[config.mk]
export PLATFORM = sky130hd
export DESIGN_NAME = cp0_regfile
export DESIGN_NICKNAME = d
export VERILOG_FILES = /design/src/rtl/cp0_regfile.sv
export SDC_FILE = /design/constraint.sdc
export NUM_CORES = 1
export LEC_CHECK = 0
export ABC_AREA = 1
export CORE_AREA = 2 2 163 165
export CTS_CLUSTER_SIZE = 12
export DETAILED_ROUTE_END_ITERATION = 10
export DIE_AREA = 0 0 165 167
export PLACE_DENSITY = 0.83
export SYNTH_ARGS = -nofsm -noshare
export SYNTH_HDL_FRONTEND = slang
export SYNTH_SLANG_ARGS = --single-unit
[constraint.sdc]
create_clock -name clk -period 4.13 [get_ports clk]
set_input_delay 1.0325 -clock clk [delete_from_list [all_inputs] [get_ports clk]]
set_output_delay 1.0325 -clock clk [all_outputs]
set_load 0.03 [all_outputs]
[src/rtl/cp0_regfile.sv]
// MIPS32 CP0 register file: Status/Cause/EPC/Count/Compare/BadVAddr/Config, precise exception capture,
// prescaled Count/Compare timer, masked interrupt request and MTC0->MFC0 forwarding from younger stages.
module cp0_regfile #(
  parameter int          NUM_BYPASS = 4,
  parameter int          COUNT_DIV  = 2,
  parameter logic [31:0] CONFIG_VAL = 32'h0000_0000
) (
  input  logic                    clk,
  input  logic                    rst,
  input  logic                    we_i,
  input  logic [4:0]              waddr_i,
  input  logic [2:0]              wsel_i,
  input  logic [31:0]             wdata_i,
  input  logic [4:0]              raddr_i,
  input  logic [2:0]              rsel_i,
  output logic [31:0]             rdata_o,
  input  logic [5:0]              hw_int_i,
  input  logic                    exc_valid_i,
  input  logic [4:0]              exc_code_i,
  input  logic [31:0]             exc_pc_i,
  input  logic                    exc_bd_i,
  input  logic                    exc_bva_valid_i,
  input  logic [31:0]             exc_bva_i,
  input  logic                    eret_i,
  input  logic [41*NUM_BYPASS-1:0] byp_bus_i,
  output logic [31:0]             status_o,
  output logic [31:0]             cause_o,
  output logic [31:0]             epc_o,
  output logic                    int_req_o,
  output logic                    timer_int_o
);

  localparam logic [3:0] DIV_LAST = 4'(COUNT_DIV - 1);

  logic [7:0]  r_im;
  logic        r_exl;
  logic        r_ie;
  logic        r_bd;
  logic        r_ti;
  logic [7:2]  r_ip_hw;
  logic [1:0]  r_ip_sw;
  logic [4:0]  r_exccode;
  logic [31:0] r_epc;
  logic [31:0] r_badvaddr;
  logic [31:0] r_count;
  logic [31:0] r_compare;
  logic [3:0]  r_presc;

  logic        w_mtc0;
  logic        w_wr_count;
  logic        w_wr_compare;
  logic [31:0] w_arch_rdata;

  assign status_o    = {9'b0, 1'b1, 6'b0, r_im, 6'b0, r_exl, r_ie};
  assign cause_o     = {r_bd, r_ti, 14'b0, r_ip_hw, r_ip_sw, 1'b0, r_exccode, 2'b0};
  assign epc_o       = r_epc;
  assign timer_int_o = r_ti;
  assign int_req_o   = r_ie & ~r_exl & |({r_ip_hw, r_ip_sw} & r_im);

  // An exception or ERET in the same cycle drops the MTC0 completely.
  assign w_mtc0       = we_i & (wsel_i == 3'd0) & ~exc_valid_i & ~eret_i;
  assign w_wr_count   = w_mtc0 & (waddr_i == 5'd9);
  assign w_wr_compare = w_mtc0 & (waddr_i == 5'd11);

  always_comb begin
    w_arch_rdata = '0;
    if (rsel_i == 3'd0) begin
      case (raddr_i)
        5'd8:    w_arch_rdata = r_badvaddr;
        5'd9:    w_arch_rdata = r_count;
        5'd11:   w_arch_rdata = r_compare;
        5'd12:   w_arch_rdata = status_o;
        5'd13:   w_arch_rdata = cause_o;
        5'd14:   w_arch_rdata = r_epc;
        5'd16:   w_arch_rdata = CONFIG_VAL;
        default: w_arch_rdata = '0;
      endcase
    end
  end

  // Scan oldest to youngest so the lowest matching index overrides last.
  always_comb begin
    rdata_o = w_arch_rdata;
    for (int k = NUM_BYPASS - 1; k >= 0; k--) begin
      if (byp_bus_i[41*k+40] && (byp_bus_i[41*k+35 +: 5] == raddr_i) &&
          (byp_bus_i[41*k+32 +: 3] == rsel_i))
        rdata_o = byp_bus_i[41*k +: 32];
    end
  end

  always_ff @(posedge clk) begin
    if (rst) begin
      r_im       <= '0;
      r_exl      <= 1'b0;
      r_ie       <= 1'b0;
      r_bd       <= 1'b0;
      r_ti       <= 1'b0;
      r_ip_hw    <= '0;
      r_ip_sw    <= '0;
      r_exccode  <= '0;
      r_epc      <= '0;
      r_badvaddr <= '0;
      r_count    <= '0;
      r_compare  <= '0;
      r_presc    <= '0;
    end else begin
      r_ip_hw <= {hw_int_i[5] | r_ti, hw_int_i[4:0]};

      if (w_wr_count) begin
        r_count <= wdata_i;
        r_presc <= '0;
      end else if (r_presc == DIV_LAST) begin
        r_count <= r_count + 32'd1;
        r_presc <= '0;
      end else begin
        r_presc <= r_presc + 4'd1;
      end

      if (w_wr_compare) begin
        r_compare <= wdata_i;
        r_ti      <= 1'b0;
      end else if (r_count == r_compare) begin
        r_ti <= 1'b1;
      end

      if (exc_valid_i) begin
        if (!r_exl) begin
          r_epc <= exc_bd_i ? exc_pc_i - 32'd4 : exc_pc_i;
          r_bd  <= exc_bd_i;
        end
        r_exccode <= exc_code_i;
        r_exl     <= 1'b1;
        if (exc_bva_valid_i) r_badvaddr <= exc_bva_i;
      end else if (eret_i) begin
        r_exl <= 1'b0;
      end else if (w_mtc0) begin
        case (waddr_i)
          5'd12: begin
            r_im  <= wdata_i[15:8];
            r_exl <= wdata_i[1];
            r_ie  <= wdata_i[0];
          end
          5'd13:   r_ip_sw <= wdata_i[9:8];
          5'd14:   r_epc   <= wdata_i;
          default: ;
        endcase
      end
    end
  end

endmodule

==> reports/metrics.csv <==
stage,metric,value,unit
cts,Sink Count,157,
synth,Synth Instances,2055,
final_layout,P&R area growth vs syn,44.4,%
cts,root buffer cell,clkbuf_16,
synth,Synth Flop Type,dfxtp_1,
routing,met3 WL,6140,µm
worst_setup_path,crit path max fanout,15,
timing,minimum clock period,4.10,ns
routing,Post-DRT Antenna Nets,0,
die,num rows,59,
synth,sequential share of the synthesized area,26.2,%
place,DP Area,16200,µm²
timing,Max Slew Vio Count,0,
worst_setup_path,Worst R2R Path Depth,7,
global_routing,first-pass GRT wire length,82800,µm
die,Die Y,167,µm
routing,routed wire length per instance,20.6,µm
power,Flop pwr share,38.3,%
routing,drt via density,5.52,
place,DP HPWL,45300,µm
timing,Worst Tran Pin Value,1.12,ns
routing,vias,15367,
final_layout,area occupied by multi-input gates,7640,µm²
routing,initial DRC count,2084,
global_routing,Overflow after GRT,0,
routing,met1 wire length,23100,µm
timing,Worst Clk Skew,0.0109,ns
place,gpl congestion,1.08,
final_layout,"Core Util, Final",67.3,%
worst_setup_path,endpoint class of the critical path,output port,
final_layout,layout cells sized above 1,10.0,%
min_path,worst hold path cell count,2,
die,starting density of the core,46.6,%
power,Psw,1.41,mW
cts,clk_lat worst skew,0.44,ns
timing,Hold Fails Final Rpt,0,
min_path,hold wc startpoint,r_badvaddr[20],
global_routing,largest net degree at the start of global routing,70,
power,Clk pwr share,38.1,%
final_layout,nets,2730,
die,I/O pin count,424,
synth,post-synthesis async set-or-reset flop share,0,%
cts,CTS Buf Count,17,
cts,Max Buffers Root-to-Sink,2,
routing,Highest Signal Layer,met4,
routing,DRT Pass-1 Iters,6,
final_layout,"commonest non-fill, non-tap cell in the layout",nand2_1,
worst_setup_path,WS Path Type,in2out,
synth,Synth warnings,0,
final_layout,Register Area,3140,µm²
min_path,Worst Hold End,r_badvaddr[20],
global_routing,gr usage total,39.8,%
timing,Max-slew headroom,25.4,%
final_layout,final instance area,17300,µm²
power,P per Cell Area,249,nW/µm²
worst_setup_path,Worst Path Arrival,3.07,ns
cts,CTS tree,yes,
worst_setup_path,crit start category,input pin,
timing,final-report setup violation count,0,
power,Max IR drop VDD,263,µV
place,port bufs,384,
timing,final worst path period share,99.4,%
cts,# H-tree levels,4,
die,Die Wd,165,µm
power,switch share,32.7,%
routing,DRC errors left,0,
power,Internal,2.91,mW
synth,synth unique cells,57,
final_layout,# fillers,2383,
routing,WL final,57300,µm
outcome,status,finished clean,
worst_setup_path,WP data required,3.10,ns
final_layout,most frequent cells in the layout,"nand2_1 (629), clkdlybuf4s50_1 (341), nor2_1 (319), dfxtp_1 (157), inv_1 (150)",
worst_setup_path,Worst R2R End,r_presc[1],
power,Pleak,7.63,nW
synth,Post-synth EDFFs,0,
timing,Max Freq,244,MHz
synth,mean post-synth cell area,5.84,µm²
worst_setup_path,r2r setup slk,1.94,ns
routing,Routed met2 length,25400,µm
synth,#FFs+latches synth,157,
die,die area,27600,µm²
min_path,Hold WC Path Type,reg2reg,
synth,synthesized area,12000,µm²
flow_run,maxcap violations,0,
timing,unrepaired setup endpoints after global routing,yes,
global_routing,initial antenna violation count,5,
cts,"CTS clk-pin slew, worst paths",0.08,ns
die,area of the core,25800,µm²
worst_setup_path,reg2reg start,r_presc[1],
power,combinational share of power,23.5,%
global_routing,vias in the first global route,14251,
==> sequential cells by signal, indices dropped and copies added (netlist names) <==
register,flops
r_ie,1
r_compare,32
epc_o,32
r_presc,4
r_exl,1
r_count,32
r_badvaddr,32
r_ip_sw,2
r_im,8
timer_int_o,1
r_bd,1
r_exccode,5
r_ip_hw,6
==> cell usage after synthesis (3+ instances only) <==
cell type / count / area (µm²)
nor2_2: 5 / 31.3
o211ai_1: 8 / 60.1
or2_2: 15 / 93.8
nand2_2: 4 / 25.0
nand3b_1: 4 / 30.0
nor3_1: 26 / 130
buf_2: 42 / 210
nand3_1: 112 / 561
nand2_1: 649 / 2440
nor2_1: 325 / 1220
dfxtp_1: 157 / 3140
or2_1: 8 / 50.1
xor2_1: 50 / 438
clkbuf_1: 49 / 184
inv_1: 155 / 582
ha_1: 4 / 50.1
a31oi_1: 16 / 100
buf_4: 51 / 383
buf_6: 8 / 90.1
xnor2_1: 24 / 210
inv_2: 11 / 41.3
o21ai_0: 96 / 480
nor2_4: 4 / 45.0
or2_0: 3 / 18.8
nand4_1: 49 / 307
a211oi_1: 13 / 97.6
o21bai_1: 4 / 30.0
o21ai_1: 14 / 70.1
o22ai_1: 9 / 56.3
a21oi_1: 104 / 521
nor3_2: 3 / 30.0
==> metrics by stage <==
stage	power, mW	cells	setup TNS, ns	worst slack, ns	hold WS, ns
after global routing	4.43	2785	-0.0413	-0.0354	0.493
after global placement	2.65	2733	-4.73	-0.187	0.448
after CTS	4.28	2770	-0.00124	-0.00124	0.475
after detailed placement	2.66	2733	-5.00	-0.197	0.456
after floorplan	2.12	2092	0	0.655	0.433
final	4.32	2786	0	0.0265	0.492
==> metal layers <==
metal | GRT usage (%) | vias to the layer above
li1 | - | 7227
met1 | 52.8 | 7057
met2 | 61.1 | 938
met3 | 9.34 | 145
met4 | 18.2 | 0
met5 | 0 | -
==> critical path: stages <==
cell           delay (ns)
dlygate4sd2_1        0.41
nand2_1              0.18
nor2_4               0.18
nand2_2              0.10
buf_12               0.16
o21ai_1              0.12
inv_1                0.06
nand2_1              0.14
nand3_1              0.10
nand2_1              0.09
nand2_1              0.05
nand2_1              0.06
nand2_1              0.05
nand2_1              0.13
buf_4                0.19
==> power by group through the flow <==
stage,Clock (mW),Sequential (mW),Combinational [mW]
2_1_floorplan,0,1.71,0.410
3_3_place_gp,0,1.68,0.969
3_5_place_dp,0,1.68,0.975
4_1_cts,1.65,1.65,0.984
5_1_grt,1.70,1.66,1.08
6_report,1.65,1.65,1.02
==> kinds of logic (layout without fill, tap and decap cells) <==
group	Yosys count	count (layout)	synth area share, %
and+or+nand+nor	1221	1223	42.7
buffers and inverters	322	673	12.7
AOI/OAI and AO/OA	275	275	12.5
DFF	157	157	26.2
xor gates and xnor gates	74	74	5.40
adders and majority gates	4	4	0.417
other	2	45	0.0625
==> what timing repair did <==
| action | 4_1_cts | 5_1_grt |
|---|---|---|
| cloned | 2 | 7 |
| endpoints found under the setup margin | 32 | 32 |
| buffers inserted | 4 | 3 |
| pin swaps | 4 | 10 |
| gates resized for setup | 27 | 50 |
| hold buffers | 0 | 0 |
==> cell type report <==
class | count | area share [%]
Multi-Input combinational cell | 1615 | 44.1
Sequential cell | 157 | 18.1
Tap cell | 335 | 2.42
Timing Repair Buffer | 472 | 28.0
Clock inverter | 15 | 1.11
Clock buffer | 17 | 2.45
Antenna cell | 6 | 0.0866
Inverter | 169 | 3.74
==> how the worst max path moves through the flow <==
stage               cells after the start     endpoint       start
floorplan                              12  rdata_o[10]   rsel_i[2]
global placement                       15  rdata_o[30]  raddr_i[2]
detailed placement                     15  rdata_o[30]  raddr_i[2]
CTS                                    15   rdata_o[3]  raddr_i[3]
global route                           15   rdata_o[8]  raddr_i[0]
finish                                 15  rdata_o[14]  raddr_i[0]
(Power assumes the default switching activity.)
